<file path="src/rtl/physics_pkg.sv">
// Shared physics types and defaults for the snapshot readback path.
// Optional build macro used by the snapshot reader: SNAPSHOT_CHECKSUM_EN.
package physics_pkg;

    localparam int PHYS_SPRITES    = 4;
    localparam int PHYS_DIMENSIONS = 2;
    localparam int PHYS_WIDTH      = 32;

    // One body's vector (location or velocity) across all axes.
    typedef logic [PHYS_DIMENSIONS-1:0][PHYS_WIDTH-1:0] vec_t;

    typedef enum logic {
        IDLE   = 1'b0,
        STREAM = 1'b1
    } snap_state_t;

endpackage

</file>
<file path="src/rtl/rising_edge_detector.sv">
// Single-cycle pulse on a 0->1 transition of a level input.
// The history register resets to 0, so an input already high when reset
// releases is reported as an edge on the first clock after release.
module rising_edge_detector (
    input  logic clock_162,
    input  logic rst,
    input  logic in,
    output logic pulse
);

    logic r_prev;

    // Remember last cycle's input level.
    always_ff @(posedge clock_162 or posedge rst) begin
        if (rst) begin
            r_prev <= 1'b0;
        end else begin
            r_prev <= in;
        end
    end

    assign pulse = in & ~r_prev;

endmodule

</file>
<file path="src/rtl/state_snapshot_reader.sv">
// Freezes all sprite locations/velocities on a capture edge, then streams
// them one word per handshake (sprite-major; locations before velocities).
// Build macro SNAPSHOT_CHECKSUM_EN appends an XOR checksum word to each frame.
module state_snapshot_reader
    import physics_pkg::*;
#(
    parameter int SPRITES    = PHYS_SPRITES,
    parameter int DIMENSIONS = PHYS_DIMENSIONS,
    parameter int WIDTH      = PHYS_WIDTH,
    localparam int SW = (SPRITES > 1) ? $clog2(SPRITES) : 1,
    localparam int DW = (DIMENSIONS > 1) ? $clog2(DIMENSIONS) : 1,
    localparam int VW = SPRITES * DIMENSIONS * WIDTH
) (
    input  logic            clock_162,
    input  logic            rst,
    input  logic            capture,
    input  logic [VW-1:0]   locations,
    input  logic [VW-1:0]   velos,
    output logic [WIDTH-1:0] out_data,
    output logic            out_valid,
    input  logic            out_ready,
    output logic [SW-1:0]   out_sprite,
    output logic [DW-1:0]   out_dim,
    output logic            out_is_vel,
    output logic            out_last,
    output logic            busy,
    output logic [VW-1:0]   snap_loc,
    output logic [VW-1:0]   snap_vel,
    output logic            snap_valid
);

    snap_state_t      r_state;
    snap_state_t      w_state_next;

    logic             w_capture_pulse;
    logic             w_start;
    logic             w_accept;
    logic             w_data_last;
    logic             w_frame_last;

    // Word position as nested counters: sprite, then loc/vel half, then axis.
    logic [SW-1:0]    r_sprite;
    logic [DW-1:0]    r_dim;
    logic             r_is_vel;

    logic [VW-1:0]    r_snap_loc;
    logic [VW-1:0]    r_snap_vel;
    logic             r_snap_valid;

    logic [WIDTH-1:0] w_loc_words [SPRITES][DIMENSIONS];
    logic [WIDTH-1:0] w_vel_words [SPRITES][DIMENSIONS];
    logic [WIDTH-1:0] w_word;

`ifdef SNAPSHOT_CHECKSUM_EN
    logic             r_csum_phase;
    logic [WIDTH-1:0] r_xor;
`endif

    rising_edge_detector u_capture_edge (
        .clock_162 (clock_162),
        .rst       (rst),
        .in        (capture),
        .pulse     (w_capture_pulse)
    );

    // Word-addressable views of the frozen snapshot.
    generate
        for (genvar gi = 0; gi < SPRITES; gi++) begin : g_sprite
            for (genvar gj = 0; gj < DIMENSIONS; gj++) begin : g_dim
                assign w_loc_words[gi][gj] = r_snap_loc[(gi*DIMENSIONS + gj)*WIDTH +: WIDTH];
                assign w_vel_words[gi][gj] = r_snap_vel[(gi*DIMENSIONS + gj)*WIDTH +: WIDTH];
            end
        end
    endgenerate

    assign w_word      = r_is_vel ? w_vel_words[r_sprite][r_dim] : w_loc_words[r_sprite][r_dim];
    assign w_start     = (r_state == IDLE) && w_capture_pulse;
    assign w_accept    = (r_state == STREAM) && out_ready;
    assign w_data_last = (r_sprite == SW'(SPRITES - 1)) && r_is_vel
                      && (r_dim == DW'(DIMENSIONS - 1));

`ifdef SNAPSHOT_CHECKSUM_EN
    assign w_frame_last = r_csum_phase;
`else
    assign w_frame_last = w_data_last;
`endif

    // State register.
    always_ff @(posedge clock_162 or posedge rst) begin
        if (rst) begin
            r_state <= IDLE;
        end else begin
            r_state <= w_state_next;
        end
    end

    // Next-state and stream outputs; outputs are idle-zero outside STREAM.
    always_comb begin
        w_state_next = r_state;
        out_valid    = 1'b0;
        out_data     = '0;
        out_sprite   = '0;
        out_dim      = '0;
        out_is_vel   = 1'b0;
        out_last     = 1'b0;
        busy         = 1'b0;
        case (r_state)
            IDLE: begin
                if (w_capture_pulse) begin
                    w_state_next = STREAM;
                end
            end
            STREAM: begin
                busy       = 1'b1;
                out_valid  = 1'b1;
                out_data   = w_word;
                out_sprite = r_sprite;
                out_dim    = r_dim;
                out_is_vel = r_is_vel;
                out_last   = w_frame_last;
`ifdef SNAPSHOT_CHECKSUM_EN
                if (r_csum_phase) begin
                    out_data   = r_xor;
                    out_is_vel = 1'b1;
                end
`endif
                if (out_ready && w_frame_last) begin
                    w_state_next = IDLE;
                end
            end
            default: w_state_next = IDLE;
        endcase
    end

    // Advance the word position on each accepted word; rewind when idle.
    always_ff @(posedge clock_162 or posedge rst) begin
        if (rst) begin
            r_sprite <= '0;
            r_dim    <= '0;
            r_is_vel <= 1'b0;
`ifdef SNAPSHOT_CHECKSUM_EN
            r_csum_phase <= 1'b0;
`endif
        end else if (r_state == IDLE || (w_accept && w_frame_last)) begin
            r_sprite <= '0;
            r_dim    <= '0;
            r_is_vel <= 1'b0;
`ifdef SNAPSHOT_CHECKSUM_EN
            r_csum_phase <= 1'b0;
        end else if (w_accept && w_data_last) begin
            // Park the position at zero so the checksum word carries sprite 0 / dim 0 tags.
            r_sprite     <= '0;
            r_dim        <= '0;
            r_is_vel     <= 1'b0;
            r_csum_phase <= 1'b1;
`endif
        end else if (w_accept) begin
            if (r_dim == DW'(DIMENSIONS - 1)) begin
                r_dim <= '0;
                if (r_is_vel) begin
                    r_is_vel <= 1'b0;
                    r_sprite <= r_sprite + 1'b1;
                end else begin
                    r_is_vel <= 1'b1;
                end
            end else begin
                r_dim <= r_dim + 1'b1;
            end
        end
    end

`ifdef SNAPSHOT_CHECKSUM_EN
    // Running XOR of every data word handed over in the current frame.
    always_ff @(posedge clock_162 or posedge rst) begin
        if (rst) begin
            r_xor <= '0;
        end else if (r_state == IDLE) begin
            r_xor <= '0;
        end else if (w_accept && !r_csum_phase) begin
            r_xor <= r_xor ^ w_word;
        end
    end
`endif

    // Freeze live physics state only when a frame is actually started.
    always_ff @(posedge clock_162 or posedge rst) begin
        if (rst) begin
            r_snap_loc   <= '0;
            r_snap_vel   <= '0;
            r_snap_valid <= 1'b0;
        end else if (w_start) begin
            r_snap_loc   <= locations;
            r_snap_vel   <= velos;
            r_snap_valid <= 1'b1;
        end
    end

    assign snap_loc   = r_snap_loc;
    assign snap_vel   = r_snap_vel;
    assign snap_valid = r_snap_valid;

endmodule

</file>
<file path="config.mk">
export PLATFORM = sky130hd
export DESIGN_NAME = state_snapshot_reader
export DESIGN_NICKNAME = d
export VERILOG_FILES = /design/src/rtl/physics_pkg.sv /design/src/rtl/rising_edge_detector.sv /design/src/rtl/state_snapshot_reader.sv
export SDC_FILE = /design/constraint.sdc
export NUM_CORES = 1
export LEC_CHECK = 0
export CAP_MARGIN = 20
export CORE_AREA = 2 2 417 419
export DETAILED_ROUTE_END_ITERATION = 8
export DIE_AREA = 0 0 419 421
export GPL_ROUTABILITY_DRIVEN = 1
export PLACE_DENSITY = 0.37
export SYNTH_ARGS = -nofsm -noshare
export SYNTH_HDL_FRONTEND = slang
export SYNTH_SLANG_ARGS = --single-unit
</file>
<file path="constraint.sdc">
create_clock -name clock_162 -period 34.3 [get_ports clock_162]
set_input_delay 6.86 -clock clock_162 [delete_from_list [all_inputs] [get_ports clock_162]]
set_output_delay 6.86 -clock clock_162 [all_outputs]
set_load 0.01 [all_outputs]
</file>
# --- Yosys cells after proc, flatten, opt, wreduce, memory -nomap -nowiden ---
# Cells that the tools add are included.
totals:
  ff_bits: 519
  input_bits: 516
  word_cells: 63
  out_inout_bits: 552
classes:
  reduce_logical: 12
  n_eq_ne: 1
  n_lt_le_gt_ge: 2
  muxes: 33
  n_addsub: 2
  bitwise: 5
op_table:
  columns: ["operator", "count"]
  rows:
  - ["$bmux W64 S2", 2]
  - ["$mux W32", 8]
  - ["$mux W64", 4]
  - ["$mux W1", 13]
  - ["$mux W2", 5]
  - ["$logic_and A1 B1 Y1", 6]
  - ["$reduce_bool A2 Y1", 3]
  - ["$ge A3 B3 Y1 const B", 1]
  - ["$not A2 Y3", 1]
  - ["$reduce_and A3 Y1", 1]
  - ["$add A2 B1 Y2 const B", 1]
  - ["$eq A2 B2 Y1 const B", 1]
  - ["$ge A2 B2 Y1 const B", 1]
  - ["$not A1 Y1", 2]
  - ["$not A1 Y2", 1]
  - ["$pmux W1 S2", 1]
  - ["$reduce_and A2 Y1", 1]
  - ["$add A1 B1 Y1 const B", 1]
  - ["$and A1 B1 Y1", 1]
  - ["$logic_or A1 B1 Y1", 1]

# --- Depth between registers and ports, before layout ---
logic_depth:
  word_depth: 9
  mapped_depth: 8
  depth_no_buf: 4

# --- By module ---
# Synthesis repeated with hierarchy kept, for this count alone.
unflattened:
  cells_unflattened: 1593
  hier_area_um2: 23705.2
by_module_without_submodules:
  columns: ["mod", "seq_area_each_um2", "area_each_um2", "instances", "cells_each"]
  rows:
  - ["state_snapshot_reader", 12962.4, 23662.7, 1, 1590]
  - ["rising_edge_detector", 25.0, 42.5, 1, 3]

# --- Worst setup path after synthesis ---
# Ideal clock, no wire load.
synth_timing:
  kind: "register to output"
  startpoint: "register r_sprite[0]"
  endpoint: "output port out_data[0]"
  arrival_ps: 1612
  stages_incl_launch_ff: 6
  setup_slack_ps: 25828
  required_time_ps: 27440
  path_cell_list: "dfrtp_1 -> buf_6 -> buf_2 -> mux4_2 -> a311oi_1 -> a21oi_1"
synth_between:
  elab_chain_len: 9
  elab_cells_between_ends: 15
  cone_classes: "14 x mux; 1 x bitwise"
synth_rtl:
  columns: ["element", "line", "text"]
  rows:
  - ["start: declaration", "state_snapshot_reader.sv:42", "logic [SW-1:0] r_sprite;"]
  - ["start signal: assignment", "state_snapshot_reader.sv:162", "r_sprite <= r_sprite + 1'b1;"]
  - ["$not A2 Y3 (not written as such) (*)", "state_snapshot_reader.sv:76", "assign w_word = r_is_vel ? w_vel_words[r_sprite][r_dim] : w_loc_words[r_sprite][r_dim];"]
  - ["$bmux W64 S2", "state_snapshot_reader.sv:76", null]
  - ["$mux W64 (not written as such) (2 in series)", "state_snapshot_reader.sv:76", null]
  - ["$mux W32 (not written as such) (3 in series)", "state_snapshot_reader.sv:76", null]
  - ["$mux W32 (*)", "state_snapshot_reader.sv:76", null]
  - ["$mux W32 (*)", "state_snapshot_reader.sv:107", "case (r_state)"]
  - ["end: declaration", "state_snapshot_reader.sv:19", "output logic [WIDTH-1:0] out_data,"]
# Every way passes the cells marked *; elsewhere a longest branch is shown, timed or not. The select of a mux whose other input is x is not followed.

# --- Worst setup path in the final report ---
layout_timing:
  startpoint: "register r_sprite[0]"
  endpoint: "output port out_data[23]"
# Same word-level chain as after synthesis.

==> metrics.cfg <==
[setup_path]
path_class=flip-flop to output port
slowest_delay_ps=970
crit_required_ps=27440
r2r_slack_ps=29050
r2r-end=snap_vel[26]
crit_family=buffers and inverters
r2r-start=r_state
r2r_cells=7
arrival_ps=5220
crit_chain=buf_4 -> buf_4 -> mux2i_1 -> a22oi_1 -> nand2_1 -> a21oi_1 -> clkdlybuf4s50_1
crit_path_max_fanout=44
crit_path_frequent_cell=buf_4
startpoint_type=flip-flop
path_buf_inv=3
cp_slowest_cell=dfrtp_4
end_kind=output port

[cts]
clkSinkCount=519
h-tree-depth=3
clockBufferDepth=3
cts-root-buf=clkbuf_16
cts_tree=built
cts.repair.resized=0
hold_buffers=0
post_cts_buffers=0
cts-buffers-inserted=77
clkSlewWorstSetupHoldPaths_ps=50
worstSkewPairLatency_ps=670

[timing]
hold_slack_ps=479
fin_setup_tns_ps=0
skew_ps=30.5
slew_headroom_pct=25.1
drv_slew=0
period_share_pct=35.2
hold_violations=0
period_needed_ps=12080
max_freq_mhz=82.8
finalSetupViolations=0
rsz0062_at_grt=false
tightest_slew_ps=1120

[floorplanning]
fp.dieW_um=419
num_rows=153
core_um2=172000
die_h_um=421
ioPinCount=1068
die-area_um2=176000
initial_core_util_pct=13.7

[grt]
grt_usage_pct=16.7
grt_pass1_vias=19695
antenna_found_initial=56
overflow=0
grt_max_degree=132
grt_pass1_wl_um=197000

[routing]
drc=0
post_drt_via_cell_ratio=3.76
drt_iter0_markers=1125
drt_first_pass_iters=5
ant_nets=0
wl_per_cell_um=29.9
via_count=19016
drt_wl_total_um=152000

[hold_path]
hold_path.class=flip-flop to flip-flop
hold_end=snap_valid
worstHoldPathCells=1
hold_path_startpoint=snap_valid

[synthesis]
synth-main-ff-cell=dfrtp_1
synthXorXnorAreaFrac_pct=0.0741
netlist_area_um2=23600
async_flop_share_pct=100
synth_warnings=0
syn_nets=2113
synth_edf_count=0
synth_fa_ha_area_share_pct=0.0529
synth.area.mux_share_pct=35.9
synth_top_family_by_area=multiplexers
synth.distinct_cells=30
yosysSeqAreaShare_pct=55.0
synth-compound-area-share_pct=4.14
avgSynthCellArea_um2=14.8
syn_inst=1596
ys_ff_latch=519
synth-simple-area-share_pct=2.05

[placement]
dp_hpwl_um=120000
place.gp.congestion=0.856
dp_cells=4893
io_buffers=1067

[finish]
multi_input_area_um2=10000
drive_above_1_share_pct=26.7
syn2layout_area_growth_pct=66.5
fin_cells=5064
nets=3164
final_cell_mix=clkdlybuf4s50_1 (1,067), dfrtp_1 (516), mux2_2 (512)
fillCellCount=18465
seq_area_um2=13000
final_common_cell=clkdlybuf4s50_1

[status]
status=finished, final reports clean

[power]
leakage_nw=14.8
power_density_nw_per_um2=111
ir_drop_mv=0.0447
p_total_mw=4.35

[run]
drv_cap=0

==> area by class of cell <==
type | instances | share of cell area (%)
sequential | 519 | 33.0
timing repair buffer | 1093 | 27.7
multi-input combinational | 954 | 25.5
tap | 2325 | 7.39
clock buffer | 121 | 5.83
clock inverter | 15 | 0.299
antenna | 35 | 0.223
inverter | 2 | 0.0382
==> synth_stat cells, types with 2 or more instances <==
library cell / instances / area, um^2
and2_1: 7 / 43.8
clkbuf_1: 33 / 124
nor3b_1: 2 / 15.0
buf_4: 12 / 90.1
a311oi_1: 31 / 272
mux4_2: 64 / 1440
mux2_2: 512 / 5770
a21oi_1: 33 / 165
dfrtp_1: 519 / 13000
o2111ai_1: 31 / 272
nor2b_1: 5 / 31.3
inv_1: 2 / 7.51
nand2_1: 94 / 353
buf_6: 6 / 67.6
a22oi_1: 34 / 255
mux2i_1: 128 / 1280
nand3_1: 3 / 15.0
buf_2: 68 / 340
==> worst register-to-register path, stage by stage, from the launching register on <==
cell	delay (ps)
dfrtp_1	570
nor3b_2	290
buf_4	640
buf_4	800
buf_4	710
buf_4	850
buf_4	800
mux2_2	470
==> registers in the layout, summed over array words and instances, names as in the netlist <==
name and flops:
r_dim 1, r_is_vel 1, r_sprite 2, r_state 1, snap_loc 256, snap_valid 1
snap_vel 256, u_capture_edge.r_prev 1
==> report_power, final <==
part | total (mW) | leakage (nW) | switching (mW) | internal [mW]
sequential | 1.33 | 6.16 | 0.406 | 0.925
combinational | 2.24 | 7.45 | 1.09 | 1.14
clock | 0.783 | 1.18 | 0.325 | 0.459
==> routing by layer <==
layer / routed length [um] / GRT usage, % / vias to the layer above
met5: 291 / 0 / -
met4: 5670 / 6.59 / 46
met3: 10300 / 5.07 / 204
met2: 70600 / 26.2 / 646
met1: 64800 / 21.4 / 9976
li1: - / - / 8144
==> how the worst max path moves through the flow <==
stage | from | end | slack, ps | cells after the start
2_1_floorplan | rst | r_dim | 12940 | 1
3_3_place_gp | capture | snap_vel[154] | 22110 | 8
3_5_place_dp | capture | snap_vel[152] | 22170 | 8
4_1_cts | r_sprite[0] | out_data[25] | 22150 | 7
5_1_grt | r_sprite[0] | out_data[25] | 22040 | 7
6_report | r_sprite[0] | out_data[23] | 22220 | 7
==> through the flow <==
| step | cell area (um^2) | setup WS (ps) | utilization [%] |
|---|---|---|---|
| global route | 39300 | 22040 | 22.8 |
| CTS | 39300 | 22150 | 22.8 |
| finish | 39400 | 22220 | 22.8 |
| floorplan | 23600 | 12940 | - |
| global placement | 36900 | 22110 | 21.4 |
| detailed placement | 36900 | 22170 | 21.4 |
==> cell families after synthesis <==
kind of cell / Yosys count
AO/OA/AOI/OAI: 131
XOR/XNOR: 2
adder cells (fa/ha/maj): 1
buffers and inverters: 123
flip-flops: 519
multiplexers: 704
AND/OR/NAND/NOR: 116
No activity file was read; power rests on OpenSTA's default activity.
